### src/rtl/fpga_temperature_monitor_pkg.sv
// rtl/fpga_temperature_monitor_pkg.sv - shared types and timing helpers for the temperature monitor
package temp_mon_pkg;

   localparam int TEMP_W = 8;

   typedef enum logic [1:0] {WAIT, START, CONV, REPORT} state_e;

   function automatic longint calc_ticks(input longint interval_ms, input longint freq_hz);
      return interval_ms * (freq_hz / 1000);
   endfunction

   // Rounded up so a conversion is never sampled before the macro finishes.
   function automatic longint calc_conv_ticks(input longint conv_ns, input longint freq_hz);
      return (conv_ns * freq_hz + 999_999_999) / 1_000_000_000;
   endfunction

endpackage

### src/rtl/fpga_temperature_monitor_if.sv
// rtl/fpga_temperature_monitor_if.sv - control/status and DTR macro signals of the temperature monitor
interface fpga_temperature_monitor_if;
   import temp_mon_pkg::*;

   logic              i_Enable;
   logic              i_Trigger;
   logic              i_ClearMinMax;
   logic [TEMP_W-1:0] i_HighThresh;
   logic [TEMP_W-1:0] o_Temperature;
   logic              o_Valid;
   logic [TEMP_W-1:0] o_TempMin;
   logic [TEMP_W-1:0] o_TempMax;
   logic              o_Alarm;
   logic              o_Busy;
   logic              o_DtrStart;
   logic [TEMP_W-1:0] i_DtrCode;

   modport slave (
      input  i_Enable, i_Trigger, i_ClearMinMax, i_HighThresh, i_DtrCode,
      output o_Temperature, o_Valid, o_TempMin, o_TempMax, o_Alarm, o_Busy, o_DtrStart
   );

   modport master (
      output i_Enable, i_Trigger, i_ClearMinMax, i_HighThresh, i_DtrCode,
      input  o_Temperature, o_Valid, o_TempMin, o_TempMax, o_Alarm, o_Busy, o_DtrStart
   );

endinterface

### src/rtl/fpga_temperature_monitor_dtr_sampler.sv
// rtl/fpga_temperature_monitor_dtr_sampler.sv - DTR macro start pulse and conversion timing
module dtr_sampler
   import temp_mon_pkg::*;
#(
   parameter int CONV_TICKS = 5
) (
   input  logic              i_Clk,
   input  logic              i_Rst,
   input  logic              i_Req,
   input  logic              i_Abort,
   input  logic [TEMP_W-1:0] i_DtrCode,
   output logic              o_DtrStart,
   output logic              o_Done,
   output logic [TEMP_W-1:0] o_Code
);
   localparam int CNT_W = (CONV_TICKS > 1) ? $clog2(CONV_TICKS) : 1;
   localparam logic [CNT_W-1:0] CNT_LAST = CNT_W'(CONV_TICKS - 1);

   logic             busy_q, busy_d;
   logic [CNT_W-1:0] cnt_q, cnt_d;
   logic             last_cycle;

   // Start is combinational so an asynchronous reset of the requester kills it at once.
   assign o_DtrStart = i_Req && !i_Abort;
   assign last_cycle = busy_q && (cnt_q == CNT_LAST);
   assign o_Done     = last_cycle && !i_Abort;
   assign o_Code     = i_DtrCode;

   always_comb begin
      busy_d = busy_q;
      cnt_d  = cnt_q;
      if (i_Abort) begin
         busy_d = 1'b0;
         cnt_d  = '0;
      end else if (o_DtrStart) begin
         busy_d = 1'b1;
         cnt_d  = '0;
      end else if (last_cycle) begin
         busy_d = 1'b0;
         cnt_d  = '0;
      end else if (busy_q) begin
         cnt_d = cnt_q + 1'b1;
      end
   end

   always_ff @(posedge i_Clk or posedge i_Rst) begin
      if (i_Rst) begin
         busy_q <= 1'b0;
         cnt_q  <= '0;
      end else begin
         busy_q <= busy_d;
         cnt_q  <= cnt_d;
      end
   end

endmodule

### src/rtl/fpga_temperature_monitor.sv
// rtl/fpga_temperature_monitor.sv - periodic averaged DTR temperature reporting with min/max and alarm
module fpga_temperature_monitor
   import temp_mon_pkg::*;
#(
   parameter int SYSTEM_FREQUENCY    = 15000000,
   parameter int MEASURE_INTERVAL_MS = 5000,
   parameter int CONV_TIME_NS        = 71000,
   parameter int AVG_LOG2            = 2,
   parameter int HYST                = 2
) (
   input logic i_Clk,
   input logic i_Rst,
   fpga_temperature_monitor_if.slave bus
);
   localparam longint TICKS      = calc_ticks(MEASURE_INTERVAL_MS, SYSTEM_FREQUENCY);
   localparam longint CONV_TICKS = calc_conv_ticks(CONV_TIME_NS, SYSTEM_FREQUENCY);
   localparam int IVL_W = (TICKS > 1) ? $clog2(TICKS) : 1;
   localparam int SMP_W = (AVG_LOG2 > 0) ? AVG_LOG2 : 1;
   localparam int ACC_W = TEMP_W + AVG_LOG2;
   localparam logic [IVL_W-1:0] IVL_LAST = IVL_W'(TICKS - 1);
   localparam logic [SMP_W-1:0] SMP_LAST = SMP_W'((1 << AVG_LOG2) - 1);

   state_e            state_q, state_d;
   logic [IVL_W-1:0]  ivl_q, ivl_d;
   logic [SMP_W-1:0]  smp_q, smp_d;
   logic [ACC_W-1:0]  acc_q, acc_d, acc_sum;
   logic [TEMP_W-1:0] temp_q, temp_d, min_q, min_d, max_q, max_d, thresh_lo, conv_code;
   logic              first_q, first_d, alarm_q, alarm_d;
   logic              req, conv_done, abort;

   assign abort = !bus.i_Enable;

   dtr_sampler #(.CONV_TICKS(int'(CONV_TICKS))) u_sampler (
      .i_Clk      (i_Clk),
      .i_Rst      (i_Rst),
      .i_Req      (req),
      .i_Abort    (abort),
      .i_DtrCode  (bus.i_DtrCode),
      .o_DtrStart (bus.o_DtrStart),
      .o_Done     (conv_done),
      .o_Code     (conv_code)
   );

   always_ff @(posedge i_Clk or posedge i_Rst) begin
      if (i_Rst) state_q <= WAIT;
      else        state_q <= state_d;
   end

   always_comb begin
      state_d = state_q;
      if (abort) begin
         state_d = WAIT;
      end else begin
         case (state_q)
            WAIT:    if (bus.i_Trigger || ivl_q == IVL_LAST) state_d = START;
            START:   state_d = CONV;
            CONV:    if (conv_done) state_d = (smp_q == SMP_LAST) ? REPORT : START;
            REPORT:  state_d = WAIT;
            default: state_d = WAIT;
         endcase
      end
   end

   always_comb begin
      req         = (state_q == START);
      bus.o_Valid = (state_q == REPORT) && bus.i_Enable;
      bus.o_Busy  = (state_q != WAIT);
   end

   // The average is latched on entry to REPORT so it is already visible while o_Valid is high.
   always_comb begin
      ivl_d     = ivl_q;
      smp_d     = smp_q;
      acc_d     = acc_q;
      temp_d    = temp_q;
      min_d     = min_q;
      max_d     = max_q;
      first_d   = first_q;
      alarm_d   = alarm_q;
      acc_sum   = acc_q + ACC_W'(conv_code);
      thresh_lo = (bus.i_HighThresh > TEMP_W'(HYST)) ? bus.i_HighThresh - TEMP_W'(HYST) : '0;
      if (bus.i_ClearMinMax) begin
         min_d   = '1;
         max_d   = '0;
         first_d = 1'b0;
      end
      if (abort) begin
         ivl_d = '0;
         smp_d = '0;
         acc_d = '0;
      end else begin
         case (state_q)
            WAIT: ivl_d = (state_d == START) ? '0 : ivl_q + 1'b1;
            CONV: if (conv_done) begin
               acc_d = acc_sum;
               smp_d = smp_q + 1'b1;
               if (smp_q == SMP_LAST) temp_d = TEMP_W'(acc_sum >> AVG_LOG2);
            end
            REPORT: begin
               ivl_d = '0;
               smp_d = '0;
               acc_d = '0;
               if (bus.i_ClearMinMax || !first_q) begin
                  min_d   = temp_q;
                  max_d   = temp_q;
                  first_d = 1'b1;
               end else begin
                  if (temp_q < min_q) min_d = temp_q;
                  if (temp_q > max_q) max_d = temp_q;
               end
               if (temp_q >= bus.i_HighThresh) alarm_d = 1'b1;
               else if (temp_q < thresh_lo)    alarm_d = 1'b0;
            end
            default: ;
         endcase
      end
   end

   always_ff @(posedge i_Clk or posedge i_Rst) begin
      if (i_Rst) begin
         ivl_q   <= '0;
         smp_q   <= '0;
         acc_q   <= '0;
         temp_q  <= '0;
         min_q   <= '1;
         max_q   <= '0;
         first_q <= 1'b0;
         alarm_q <= 1'b0;
      end else begin
         ivl_q   <= ivl_d;
         smp_q   <= smp_d;
         acc_q   <= acc_d;
         temp_q  <= temp_d;
         min_q   <= min_d;
         max_q   <= max_d;
         first_q <= first_d;
         alarm_q <= alarm_d;
      end
   end

   assign bus.o_Temperature = temp_q;
   assign bus.o_TempMin     = min_q;
   assign bus.o_TempMax     = max_q;
   assign bus.o_Alarm       = alarm_q;

endmodule
### src/flat_wrapper.sv
// flat-port wrapper written by rule: the top's interface ports become plain ports
module fpga_temperature_monitor_flat import temp_mon_pkg::*;
#(
   parameter int SYSTEM_FREQUENCY    = 15000000,
   parameter int MEASURE_INTERVAL_MS = 5000,
   parameter int CONV_TIME_NS        = 71000,
   parameter int AVG_LOG2            = 2,
   parameter int HYST                = 2
)
  (i_Clk, i_Rst, bus_i_Enable, bus_i_Trigger, bus_i_ClearMinMax, bus_i_HighThresh, bus_i_DtrCode, bus_o_Temperature, bus_o_Valid, bus_o_TempMin, bus_o_TempMax, bus_o_Alarm, bus_o_Busy, bus_o_DtrStart);
  fpga_temperature_monitor_if bus_i ();
  input logic i_Clk;
  input logic i_Rst;
  input wire logic [$bits(bus_i.i_Enable)-1:0] bus_i_Enable;
  input wire logic [$bits(bus_i.i_Trigger)-1:0] bus_i_Trigger;
  input wire logic [$bits(bus_i.i_ClearMinMax)-1:0] bus_i_ClearMinMax;
  input wire logic [$bits(bus_i.i_HighThresh)-1:0] bus_i_HighThresh;
  input wire logic [$bits(bus_i.i_DtrCode)-1:0] bus_i_DtrCode;
  output wire logic [$bits(bus_i.o_Temperature)-1:0] bus_o_Temperature;
  output wire logic [$bits(bus_i.o_Valid)-1:0] bus_o_Valid;
  output wire logic [$bits(bus_i.o_TempMin)-1:0] bus_o_TempMin;
  output wire logic [$bits(bus_i.o_TempMax)-1:0] bus_o_TempMax;
  output wire logic [$bits(bus_i.o_Alarm)-1:0] bus_o_Alarm;
  output wire logic [$bits(bus_i.o_Busy)-1:0] bus_o_Busy;
  output wire logic [$bits(bus_i.o_DtrStart)-1:0] bus_o_DtrStart;
  assign bus_i.i_Enable = bus_i_Enable;
  assign bus_i.i_Trigger = bus_i_Trigger;
  assign bus_i.i_ClearMinMax = bus_i_ClearMinMax;
  assign bus_i.i_HighThresh = bus_i_HighThresh;
  assign bus_i.i_DtrCode = bus_i_DtrCode;
  assign bus_o_Temperature = bus_i.o_Temperature;
  assign bus_o_Valid = bus_i.o_Valid;
  assign bus_o_TempMin = bus_i.o_TempMin;
  assign bus_o_TempMax = bus_i.o_TempMax;
  assign bus_o_Alarm = bus_i.o_Alarm;
  assign bus_o_Busy = bus_i.o_Busy;
  assign bus_o_DtrStart = bus_i.o_DtrStart;
  fpga_temperature_monitor #(.SYSTEM_FREQUENCY(SYSTEM_FREQUENCY), .MEASURE_INTERVAL_MS(MEASURE_INTERVAL_MS), .CONV_TIME_NS(CONV_TIME_NS), .AVG_LOG2(AVG_LOG2), .HYST(HYST)) u_core (.i_Clk(i_Clk), .i_Rst(i_Rst), .bus(bus_i));
endmodule
### config.mk
export PLATFORM = sky130hd
export DESIGN_NAME = fpga_temperature_monitor_flat
export DESIGN_NICKNAME = d
export VERILOG_FILES = /design/src/rtl/fpga_temperature_monitor_pkg.sv /design/src/rtl/fpga_temperature_monitor_if.sv /design/src/rtl/fpga_temperature_monitor_dtr_sampler.sv /design/src/rtl/fpga_temperature_monitor.sv /design/src/flat_wrapper.sv
export SDC_FILE = /design/constraint.sdc
export NUM_CORES = 1
export LEC_CHECK = 0
export CELL_PAD_IN_SITES_DETAIL_PLACEMENT = 0
export CELL_PAD_IN_SITES_GLOBAL_PLACEMENT = 1
export CORE_MARGIN = 1
export CORE_UTILIZATION = 40
export DETAILED_ROUTE_END_ITERATION = 12
export DONT_BUFFER_PORTS = 1
export GPL_TIMING_DRIVEN = 0
export PLACE_DENSITY = 0.69
export SYNTH_ARGS = -nofsm -noshare
export SYNTH_HDL_FRONTEND = slang
export SYNTH_SLANG_ARGS = --single-unit
### constraint.sdc
create_clock -name i_Clk -period 7.2 [get_ports i_Clk]
set_input_delay 1.08 -clock i_Clk [delete_from_list [all_inputs] [get_ports i_Clk]]
set_output_delay 1.08 -clock i_Clk [all_outputs]
set_load 0.05 [all_outputs]
Word-level counts from Yosys, hierarchy flattened
Cells that the tools add are included.
- register bits: 79
- output and inout port bits: 28
- word-level logic and storage cells: 84
- add/sub/neg operators: 5
- order comparisons: 5
- equality and inequality tests: 12
- mux-type cells: 38
- reductions and logical operators: 13
- operator list (cell ; number):
    2-to-1 mux 8 bit ; 11
    2-to-1 mux 27 bit ; 2
    case mux 27 bit (2 select lines) ; 1
    2-to-1 mux 11 bit ; 4
    adder 27 x 1 -> 27 bit (second input constant) ; 1
    equality test 27 bit (second input constant) ; 1
    2-to-1 mux 10 bit ; 2
    case mux 10 bit (2 select lines) ; 1
    < comparator 8 bit ; 2
    2-to-1 mux 2 bit ; 6
    adder 11 x 1 -> 11 bit (second input constant) ; 1
    equality test 11 bit (second input constant) ; 1
    adder 10 x 8 -> 10 bit ; 1
    2-to-1 mux 1 bit ; 9
    != test 3 x 1 -> 1 bit (second input constant) ; 3
    greater-or-equal comparator 8 bit ; 1
    greater-than comparator 8 x 2 -> 1 bit (second input constant) ; 1
    greater-than comparator 8 bit ; 1
    case mux 2 bit (4 select lines) ; 1
    subtractor 8 x 2 -> 8 bit (second input constant) ; 1
    equality test 2 bit (second input constant) ; 3
    equality test 2 x 1 -> 1 bit (second input constant) ; 2
    logical AND 1 bit ; 4
    != test 4 x 1 -> 1 bit (second input constant) ; 1
    10 further kinds ; 12

Longest topological paths before layout
- depth in word-level cells: 10
- depth in mapped cells: 10

By module
A second synthesis with hierarchy kept.
- cell total of the unflattened synthesis: 558
- area total of the unflattened synthesis: 5058.6 um^2
- modules (own cells, without submodules) (module ; instances ; cells an instance ; area each (um^2)):
    fpga_temperature_monitor ; 1 ; 475 ; 4327.9
    dtr_sampler ; 1 ; 83 ; 730.7

Least setup slack after synthesis
OpenSTA, ideal clock, no wires.
- path type: input to output
- start point: in bus_i_Enable
- end point: out bus_o_DtrStart
- arrival time: 2.021 ns
- setup slack: 4.099 ns
- stages: 3
- cells stage by stage: clkbuf_1 nand2_1 nor2_1
- longest elaborated chain between the ends: 1
- ends and longest elaborated chain (what ; RTL line ; RTL):
    from (decl) ; flat_wrapper.sv:14 ; input wire logic [$bits(bus_i.i_Enable)-1:0] bus_i_Enable;
    logical AND 1 bit ; fpga_temperature_monitor_dtr_sampler.sv:24 ; assign o_DtrStart = i_Req && !i_Abort;
    to (decl) ; flat_wrapper.sv:25 ; output wire logic [$bits(bus_i.o_DtrStart)-1:0] bus_o_DtrStart;
Every way passes these cells.

Final worst setup path
- start point: in bus_i_Enable
- end point: out bus_o_Valid
- longest elaborated chain between the ends: 1
- ends and longest elaborated chain (what ; RTL line ; RTL):
    logical AND 1 bit ; fpga_temperature_monitor.sv:66 ; bus.o_Valid = (state_q == REPORT) && bus.i_Enable;
    to (decl) ; flat_wrapper.sv:20 ; output wire logic [$bits(bus_i.o_Valid)-1:0] bus_o_Valid;
Every way passes these cells.

==> report_table.html <==
<table>
<tr><th>Metric</th><th>Value</th></tr>
<tr><th colspan="2">Logic synthesis</th></tr>
<tr><td>Most common flop cell mapped by yosys</td><td>dfrtp_1</td></tr>
<tr><td>Synth Area in Compound Gates</td><td>0.196</td></tr>
<tr><td>EDFF count, synth</td><td>0</td></tr>
<tr><td>Post-synthesis average cell area</td><td>8.86 um2</td></tr>
<tr><td>Total of warnings raised by yosys</td><td>0</td></tr>
<tr><td>Dominant combinational cell family by area after synthesis</td><td>simple AND/OR/NAND/NOR gates</td></tr>
<tr><td>Net count after synthesis</td><td>631</td></tr>
<tr><td>Adder-cell share of the synthesized area</td><td>0.111</td></tr>
<tr><td>XOR/XNOR Fraction of Synth Area</td><td>0.0279</td></tr>
<tr><td>Simple-gate area share of the yosys netlist</td><td>0.206</td></tr>
<tr><td>Number of unique standard cell types used by synthesis</td><td>61</td></tr>
<tr><td>Share of flip-flops with an asynchronous set or reset</td><td>1.00</td></tr>
<tr><td>Area of the mapped netlist</td><td>5020 um2</td></tr>
<tr><td>Flip-flop and latch count after synthesis</td><td>79</td></tr>
<tr><td>Proportion of synthesized area in mux cells</td><td>0.0152</td></tr>
<tr><td>Cell count after synthesis</td><td>566</td></tr>
<tr><td>Share of synthesized area occupied by flip-flops and latches</td><td>0.396</td></tr>
<tr><th colspan="2">STA</th></tr>
<tr><td>Achievable Freq</td><td>305 MHz</td></tr>
<tr><td>Setup_tns</td><td>0 ps</td></tr>
<tr><td>Setup slack after layout</td><td>3930 ps</td></tr>
<tr><td>Total of endpoints with negative setup slack in the final report</td><td>0</td></tr>
<tr><td>RSZ-0062 raised after global routing</td><td>no</td></tr>
<tr><td>Count of pins over their slew limit</td><td>0</td></tr>
<tr><td>Share of the clock period used by the worst path after layout</td><td>0.455</td></tr>
<tr><td>Slew @ Worst Pin</td><td>941 ps</td></tr>
<tr><td>Worst slew margin</td><td>0.370</td></tr>
<tr><td>Final worst clock skew</td><td>5.70 ps</td></tr>
<tr><td>Min Tclk post-route</td><td>3270 ps</td></tr>
<tr><td>Final hold vios</td><td>0</td></tr>
<tr><th colspan="2">Global route</th></tr>
<tr><td>Most crowded layer after global routing</td><td>met2</td></tr>
<tr><td>Global routing usage summed across all routing layers</td><td>0.203</td></tr>
<tr><td>M3 GR Usage</td><td>0.0399</td></tr>
<tr><td>Number of global-route vias before repair</td><td>4058</td></tr>
<tr><td>Global Route met1 Usage</td><td>0.273</td></tr>
<tr><td>Global-route wire length before repair</td><td>20500 um</td></tr>
<tr><td>Met2 layer usage reported by global route</td><td>0.324</td></tr>
<tr><td>Number of antenna violations at the first check in global routing</td><td>0</td></tr>
<tr><td>Sum of overflow across all layers after global routing</td><td>0</td></tr>
<tr><td>Maximum number of pins on one net before global-route repair</td><td>48</td></tr>
<tr><th colspan="2">Floorplan</th></tr>
<tr><td>X dimension of the die</td><td>114 um</td></tr>
<tr><td>Core area</td><td>12100 um2</td></tr>
<tr><td>Die Y-Extent</td><td>114 um</td></tr>
<tr><td>Overall die area</td><td>13000 um2</td></tr>
<tr><td>Boundary Pins</td><td>49</td></tr>
<tr><td>Std-Cell Rows</td><td>40</td></tr>
<tr><td>Effective utilization at floorplan</td><td>0.414</td></tr>
<tr><th colspan="2">Clocking</th></tr>
<tr><td>TritonCTS clock tree</td><td>done</td></tr>
<tr><td>Post-cts gate resize count</td><td>0</td></tr>
<tr><td>Clk sink count</td><td>79</td></tr>
<tr><td>H-tree level count</td><td>3</td></tr>
<tr><td>Cts hold-fix bufs</td><td>0</td></tr>
<tr><td>CTS buffer count</td><td>9</td></tr>
<tr><td>Clock insertion delay at the later pin of the skew report</td><td>340 ps</td></tr>
<tr><td>Cell at the root of the clock tree</td><td>clkbuf_16</td></tr>
<tr><td>Reg clk slew, reported paths</td><td>60 ps</td></tr>
<tr><td>Number of buffers on the longest clock path</td><td>2</td></tr>
<tr><td>Postcts setup bufs</td><td>0</td></tr>
<tr><th colspan="2">Final layout</th></tr>
<tr><td>Most common cell after layout, fill and taps aside</td><td>nand2_1</td></tr>
<tr><td>Filler-free cell count of the finished design</td><td>751</td></tr>
<tr><td>Multi-input gate area in the final layout</td><td>2790 um2</td></tr>
<tr><td>Proportion of layout cells with a drive suffix above 1</td><td>0.0840</td></tr>
<tr><td>Nets</td><td>643</td></tr>
<tr><td>Area growth from synthesis to layout</td><td>11.3%</td></tr>
<tr><td>Most used cells in the layout excluding fill and tap cells</td><td>74 x nand2_1, 71 x dfrtp_1, 50 x o21ai_0, 43 x ha_1, 35 x inv_1</td></tr>
<tr><td>Area used by sequential logic in the layout</td><td>1990 um2</td></tr>
<tr><td>Filler Cell Count</td><td>1222</td></tr>
<tr><td>Diode insertion count for antenna repair</td><td>0</td></tr>
<tr><th colspan="2">Pwr</th></tr>
<tr><td>Switching power total</td><td>286 uW</td></tr>
<tr><td>VDD IR-drop max</td><td>106 uV</td></tr>
<tr><td>Portion of total power attributed to the clock network</td><td>0.454</td></tr>
<tr><td>P_leak</td><td>2.59 nW</td></tr>
<tr><td>Power per cell area</td><td>198 nW/um2</td></tr>
<tr><td>Sequential group share of total power</td><td>0.430</td></tr>
<tr><td>Cell-internal power</td><td>819 uW</td></tr>
<tr><td>Switching part of the total power</td><td>0.259</td></tr>
<tr><td>Fraction of power consumed by combinational cells</td><td>0.115</td></tr>
<tr><th colspan="2">Placement</th></tr>
<tr><td>Final weighted congestion of routability-driven global placement</td><td>0.787</td></tr>
<tr><td>Detail Placement HPWL</td><td>8870 um</td></tr>
<tr><td>Port Buf Inserts</td><td>0</td></tr>
<tr><td>Post-Place Setup Slack</td><td>3910 ps</td></tr>
<tr><td>Inst Count DP</td><td>735</td></tr>
<tr><th colspan="2">Detailed routing</th></tr>
<tr><td>Average wire per cell in the routed design</td><td>16.4 um</td></tr>
<tr><td>DR iter-0 viols</td><td>244</td></tr>
<tr><td>Via-to-Cell Ratio</td><td>5.54</td></tr>
<tr><td>Routed wire length</td><td>12300 um</td></tr>
<tr><td>Final antenna-violating net count</td><td>0</td></tr>
<tr><td>Vias after detailed routing</td><td>4161</td></tr>
<tr><td>Number of DRC violations after detailed routing</td><td>0</td></tr>
<tr><td>TritonRoute pass-1 iters</td><td>5</td></tr>
<tr><th colspan="2">Worst hold path</th></tr>
<tr><td>Kind of path behind the tightest hold check</td><td>reg2reg</td></tr>
<tr><th colspan="2">Critical path</th></tr>
<tr><td>Crit path capture type</td><td>output pin</td></tr>
<tr><td>CP Max Fanout</td><td>8</td></tr>
<tr><td>Worst Setup Path Type</td><td>in2out</td></tr>
<tr><td>Crit path DAT</td><td>2190 ps</td></tr>
<tr><td>Data required time of the critical path</td><td>6120 ps</td></tr>
<tr><td>Setup crit start kind</td><td>primary input</td></tr>
<tr><th colspan="2">Run status</th></tr>
<tr><td>Status</td><td>complete, no violations</td></tr>
<tr><th colspan="2">Run</th></tr>
<tr><td>Count of maximum capacitance violations</td><td>0</td></tr>
</table>
## worst max-delay path, cell delays in order
cell      delay [ps]
clkbuf_1         260
nand3_1          290
inv_1            550
## final cells by class
| class | count | share of cell area |
|---|---|---|
| tap | 168 | 0.0377 |
| sequential | 79 | 0.356 |
| timing repair buffer | 1 | 0.00493 |
| clock buffer | 13 | 0.0466 |
| inverter | 36 | 0.0247 |
| multi-input combinational | 432 | 0.500 |
| buffer | 19 | 0.0184 |
| clock inverter | 3 | 0.0117 |
## power groups by stage
stage | combinational (mW) | clock [mW] | sequential (mW)
finish | 0.128 | 0.502 | 0.475
global route | 0.146 | 0.532 | 0.477
CTS | 0.130 | 0.516 | 0.475
detailed placement | 0.128 | 0 | 0.483
global placement | 0.125 | 0 | 0.483
floorplan | 0.0953 | 0 | 0.480
## sequential cells by signal (all words and copies together), names as in the netlist
name and flops:
u_core.smp_q 2, u_core.u_sampler.busy_q 1, u_core.state_q 2, u_core.bus.o_TempMin 8, u_core.ivl_q 27, u_core.bus.o_TempMax 8, u_core.acc_q 10, u_core.first_q 1
u_core.u_sampler.cnt_q 11, u_core.bus.o_Temperature 8, u_core.bus.o_Alarm 1
## stage by stage
step | instance area, um2 | hold WS, ps | power (mW) | util
floorplan | 5020 | 434 | 0.575 | -
global placement | 5230 | 461 | 0.608 | 0.432
detailed placement | 5260 | 475 | 0.612 | 0.434
CTS | 5580 | 485 | 1.12 | 0.461
global route | 5580 | 504 | 1.15 | 0.461
finish | 5580 | 478 | 1.10 | 0.461
## logic make-up (layout without fill, tap and decap cells)
| kind of cell | Yosys count | in the layout |
|---|---|---|
| flops | 79 | 79 |
| buf+inv | 55 | 72 |
| compound gates | 164 | 164 |
| mux | 7 | 7 |
| simple gates | 201 | 201 |
| xor+xnor | 16 | 16 |
| fa+ha+maj | 44 | 44 |
## final timing paths
kind	from	to	slack [ps]	cells after the start
setup / recovery	bus_i_Enable	bus_o_Valid	3930	3
hold / removal	u_core.ivl_q[26]	u_core.ivl_q[26]	480	1
setup reg to reg	u_core.bus.o_Temperature[1]	u_core.bus.o_TempMax[1]	4360	7
hold reg to reg	u_core.ivl_q[26]	u_core.ivl_q[26]	480	1
max in group asynchronous	i_Rst	u_core.bus.o_TempMin[0]	5920	2
min in group asynchronous	i_Rst	u_core.bus.o_TempMax[6]	630	1
## synth_stat cells (all sizes together), types with 2 or more instances
library cell	count	share of area
a2111oi	2	0.0035
a211oi	4	0.0060
a21o	7	0.010
a21oi	29	0.029
a22o	4	0.0070
a31oi	20	0.025
and2	5	0.0062
and3	12	0.015
and4	5	0.0087
buf	10	0.013
clkbuf	9	0.0070
dfrtp	71	0.35
dfstp	8	0.042
ha	43	0.11
inv	36	0.027
mux2	5	0.011
mux2i	2	0.0040
nand2	75	0.057
nand2b	4	0.0050
nand3	17	0.017
nand4	15	0.020
nand4b	3	0.0052
nor2	34	0.025
nor2b	4	0.0050
nor3	9	0.011
nor4	2	0.0067
nor4b	2	0.0035
o211ai	3	0.0045
o21a	4	0.0060
o21ai	73	0.074
o21bai	2	0.0030
o22a	6	0.010
o31ai	2	0.0030
or3	7	0.0087
xnor2	5	0.0087
xor2	11	0.019
## per-layer routing
metal  share of wire  up-vias  wire length [um]
met5               0        -                 0
met4           0.015        0               182
met3           0.046       14               567
met2            0.46       77              5620
met1            0.48     1989              5970
li1                -     2081                 -
Power figures use the tool's default switching activity.
==> patch 1: new RTL, same settings <==
Re-encode `state_e` (4 states) as one-hot, 4 bits wide.
--- a/src/rtl/fpga_temperature_monitor_pkg.sv
+++ b/src/rtl/fpga_temperature_monitor_pkg.sv
@@ -3,7 +3,7 @@
 
    localparam int TEMP_W = 8;
 
-   typedef enum logic [1:0] {WAIT, START, CONV, REPORT} state_e;
+   typedef enum logic [3:0] {WAIT = 4'b0001, START = 4'b0010, CONV = 4'b0100, REPORT = 4'b1000} state_e;
 
    function automatic longint calc_ticks(input longint interval_ms, input longint freq_hz);
       return interval_ms * (freq_hz / 1000);
Check against the original RTL: same outputs for any inputs over 10 cycles, from zero or initial values and one cycle with i_Rst high; not proved beyond that.
==> patch 1 against the original RTL <==
- synthesized area up 3.0%
- sequential cell count grew 2
- fmax increased by 8.7%
- die area up 2.9%
- design area grew 2.9%
- wire length is 0.67% lower
- clock power grew 1%
- clock skew up 0.0017 ns
- setup slack improved by 0.26 ns
- total power is 5.8% lower
- cell count is 0.40% lower
- register-to-register slack worse by 0.13 ns
- largest cell class unchanged
==> patch 1: results (changes against the original RTL) <==
\begin{tabular}{lr}
\hline
Metric & Value \\
\hline
\multicolumn{2}{l}{\textbf{Critical path}} \\
\quad Slowest Stage Delay on Critical Path & 0.48 ns (-0.07 ns) \\
\quad Reg-to-reg critical path endpoint & u\_core.bus.o\_TempMax[2] \\
\quad Beginning of the critical path & u\_core.state\_q[2] \\
\quad Worst Path Arrival & 1.93 ns (-0.26 ns) \\
\multicolumn{2}{l}{\textbf{Power and ir drop}} \\
\quad Peak supply drop & 128 uV (+21\%) \\
\quad Seq pwr share & 0.443 (+0.013) \\
\quad Final total power & 0.00104 W (-5.8\%) \\
\quad Logic gate share of total power & 0.070 (-0.045) \\
\quad Pwr Density & 181 nW/um2 (-8.4\%) \\
\quad Total net switching power & 0.000238 W (-17\%) \\
\multicolumn{2}{l}{\textbf{Yosys}} \\
\quad Most instantiated cells after synthesis & 72 x dfrtp\_1, 58 x nand2\_1, 56 x o21ai\_0, 43 x ha\_1, 39 x inv\_1 \\
\quad Cells after Synth & 559 (-1.2\%) \\
\quad Multiplexer share of the synthesized area & 0.0235 (+0.00827) \\
\quad Share of synthesized area occupied by flip-flops and latches & 0.394 (-0.00158) \\
\quad Compound-gate portion of the synthesized area & 0.188 (-0.00812) \\
\quad Adder-cell share of the synthesized area & 0.108 (-0.00323) \\
\multicolumn{2}{l}{\textbf{Final layout}} \\
\quad Share of post-route cells with drive strength above 1 & 0.102 (+0.0184) \\
\multicolumn{2}{l}{\textbf{Placement}} \\
\quad Dpl cells & 732 (-0.41\%) \\
\quad Worst slack at placement & 3.90 ns (-0.0109 ns) \\
\quad Final HPWL DP & 8900 um (+0.33\%) \\
\quad Final GP Congestion & 0.761 (-3.4\%) \\
\multicolumn{2}{l}{\textbf{GRT}} \\
\quad Overall global routing resource usage & 0.203 (-0.000434) \\
\quad Number of global-route vias before repair & 4208 (+3.7\%) \\
\multicolumn{2}{l}{\textbf{Timing}} \\
\quad Relative slew margins & 0.462 (+0.0916) \\
\quad Worst hold-check slack & 0.474 ns (-0.00387 ns) \\
\quad Share of the cycle needed by the critical path after routing & 0.418 (-0.0365) \\
\quad Setup clock skew after layout & 0.00739 ns (+0.00169 ns) \\
\multicolumn{2}{l}{\textbf{Drt}} \\
\quad DR vias/cell & 5.49 (-1.0\%) \\
\quad First DRT Iteration DRCs & 202 (-17\%) \\
\quad Routed len/inst & 16.4 um (-0.27\%) \\
\multicolumn{2}{l}{\textbf{Status}} \\
\quad Outcome & complete, no violations \\
\hline
\end{tabular}
[patch 1: cell types whose count changed in the layout (fill, tap and decap cells not counted), sizes merged, moves of 8 or more]
| cell | before | now |
|---|---|---|
| nor3 | 9 | 25 |
| a31oi | 20 | 1 |
| o21ai | 73 | 59 |
| a21oi | 29 | 21 |
| nand2 | 75 | 58 |
| nand4 | 15 | 7 |
| a21o | 7 | 15 |
[patch 1: routing by layer]
metal | part of all wire | global-route usage | up-vias
met5 | 0 | 0 | -
met4 | 0.0099 | 0.0556 | 0
met3 | 0.056 | 0.0513 | 10
met2 | 0.47 | 0.340 | 80
met1 | 0.46 | 0.261 | 1977
li1 | - | - | 2036
[patch 1: final cells by class]
class	count	share of cell area
multi-input combinational	424	0.503
sequential	81	0.355
buffer	15	0.0159
inverter	39	0.0259
clock inverter	5	0.0135
clock buffer	11	0.0440
timing repair buffer	1	0.00479
tap	172	0.0375
==> patch 2: new RTL, same flow settings <==
Without the edit above. `CONV_TIME_NS` is set to 71000 in 2 places; all go to 142000.
--- a/src/rtl/fpga_temperature_monitor.sv
+++ b/src/rtl/fpga_temperature_monitor.sv
@@ -4,7 +4,7 @@
 #(
    parameter int SYSTEM_FREQUENCY    = 15000000,
    parameter int MEASURE_INTERVAL_MS = 5000,
-   parameter int CONV_TIME_NS        = 71000,
+   parameter int CONV_TIME_NS        = 142000,
    parameter int AVG_LOG2            = 2,
    parameter int HYST                = 2
 ) (
--- a/src/flat_wrapper.sv
+++ b/src/flat_wrapper.sv
@@ -3,7 +3,7 @@
 #(
    parameter int SYSTEM_FREQUENCY    = 15000000,
    parameter int MEASURE_INTERVAL_MS = 5000,
-   parameter int CONV_TIME_NS        = 71000,
+   parameter int CONV_TIME_NS        = 142000,
    parameter int AVG_LOG2            = 2,
    parameter int HYST                = 2
 )
Behaviour: same outputs for any inputs over 10 cycles, from zero or initial values and one cycle with i_Rst high; that may be too few to reach the edited logic, so the function may still have changed.
==> patch 2 against the original RTL <==
- setup slack better by 0.13 ns
- core utilization decreased by 0.17 points
- critical endpoint is now bus_o_DtrStart
- design area increased by 3.8%
- critical path type unchanged
- sequential cell count up 1
- largest power group unchanged
- largest cell class unchanged
- wire length increased by 5.2%
- sequential share of layout area down 0.87 points
- total power is 4.9% higher
- synthesized area increased by 3.1%
==> patch 2: results (changes against the original RTL) <==
\begin{tabular}{lr}
\hline
Metric & Value \\
\hline
\multicolumn{2}{l}{\textbf{Final layout}} \\
\quad Nets & 651 (+1.2\%) \\
\quad Biggest registers after layout & u\_core.ivl\_q (27), u\_core.u\_sampler.cnt\_q (12), u\_core.acc\_q (10) \\
\multicolumn{2}{l}{\textbf{Critical path}} \\
\quad Slowest Stage Delay on Critical Path & 0.72 ns (+0.17 ns) \\
\quad Family of cells with the greatest summed delay on the critical path & simple AND/OR/NAND/NOR gates \\
\quad R2r startpoint & u\_core.bus.o\_Temperature[5] \\
\quad CP Max Fanout & 10 (+2) \\
\quad CP max-delay cell & nor2\_1 \\
\multicolumn{2}{l}{\textbf{Timing}} \\
\quad Worst hold-check slack & 0.486 ns (+0.00798 ns) \\
\quad Setup clock skew after layout & 0.00777 ns (+0.00207 ns) \\
\quad Slew at the pin with the worst max-slew slack & 1.00 ns (+0.0593 ns) \\
\multicolumn{2}{l}{\textbf{Hold path}} \\
\quad Cell depth of the worst hold path & 2 (+1) \\
\quad Endpoint, Worst Hold & u\_core.acc\_q[0] \\
\multicolumn{2}{l}{\textbf{Yosys}} \\
\quad Cells after Synth & 574 (+1.4\%) \\
\quad Adder-cell share of the synthesized area & 0.108 (-0.00336) \\
\quad Unique masters post-synth & 64 (+4.9\%) \\
\quad Biggest area contributors in the synthesized netlist & dfrtp\_1 35\%, ha\_1 10\%, nand2\_1 4.6\%, dfstp\_2 4.1\%, o21ai\_0 4.0\% \\
\quad Multiplexer share of the synthesized area & 0.00411 (-0.0111) \\
\quad Xor/xnor share of the synthesized area & 0.0254 (-0.00254) \\
\quad Post-Syn Nets & 639 (+1.3\%) \\
\quad Compound-gate portion of the synthesized area & 0.214 (+0.0175) \\
\multicolumn{2}{l}{\textbf{GRT}} \\
\quad Number of global-route vias before repair & 4164 (+2.6\%) \\
\quad Met2 capacity usage during global routing & 0.360 (+0.0364) \\
\quad Fraction of met1 tracks used by global routing & 0.256 (-0.0173) \\
\quad Overall global routing resource usage & 0.209 (+0.00527) \\
\quad Pin count of the biggest net entering global routing & 60 (+25\%) \\
\multicolumn{2}{l}{\textbf{Placement}} \\
\quad Dpl cells & 747 (+1.6\%) \\
\quad Final HPWL DP & 9360 um (+5.6\%) \\
\multicolumn{2}{l}{\textbf{Drt}} \\
\quad Routed len/inst & 17.0 um (+3.5\%) \\
\quad Via count of the routed design & 4336 (+4.2\%) \\
\multicolumn{2}{l}{\textbf{Status}} \\
\quad Outcome & complete, no violations \\
\multicolumn{2}{l}{\textbf{Power and ir drop}} \\
\quad Peak supply drop & 91.2 uV (-14\%) \\
\quad Static leakage power & 2.54 nW (-1.9\%) \\
\hline
\end{tabular}
[patch 2: cell types whose count changed in the layout (fill, tap and decap cells not counted), sizes merged, moves of 6 or more]
cell    delta
and3       -6
nor2       -8
nand2     -12
nor2b      +6
a21oi      +7
nand3     +10
inv       +12
o32ai      +8
clkbuf     -6
o21ai     -31
[patch 2: report_power, final]
part / switching (W) / leakage (nW) / total [W] / internal (W)
clock network: 0.000194 / 0.184 / 0.000580 / 0.000386
registers: 0.0000137 / 1.09 / 0.000472 / 0.000458
logic: 0.0000711 / 1.27 / 0.000106 / 0.0000350
[patch 2: cells by family after synthesis]
| group | after synthesis |
|---|---|
| multiplexers | 2 |
| buffers and inverters | 63 |
| XOR/XNOR | 15 |
| adder cells (fa/ha/maj) | 44 |
| AND/OR/NAND/NOR | 201 |
| flip-flops | 80 |
| AO/OA/AOI/OAI | 169 |
[patch 2: final cells by class]
cell class	count	area, um2
Timing Repair Buffer	1	27.5
Fill cell	1274	6820
Inverter	46	175
Tap cell	172	215
Clock inverter	6	138
Clock buffer	10	239
Buffer	17	98.8
Sequential cell	80	2010
Multi-Input combinational cell	431	2890
[patch 2: layer usage]
metal / share of wire / vias to the layer above
li1: - / 2139
met1: 0.44 / 2094
met2: 0.49 / 88
met3: 0.051 / 15
met4: 0.013 / 0
met5: 0 / -
[patch 2: worst max path at each step]
stage | depth (start not counted) | end | startpoint | slack [ns]
after global routing | 3 | bus_o_DtrStart | bus_i_Enable | 4.01
final | 3 | bus_o_DtrStart | bus_i_Enable | 4.05
after detailed placement | 8 | u_core.bus.o_Alarm | bus_i_HighThresh[0] | 4.01
after floorplan | 1 | u_core.acc_q[0] | i_Rst | 4.08
after CTS | 3 | bus_o_DtrStart | bus_i_Enable | 4.04
after global placement | 1 | u_core.bus.o_Alarm | i_Rst | 3.05
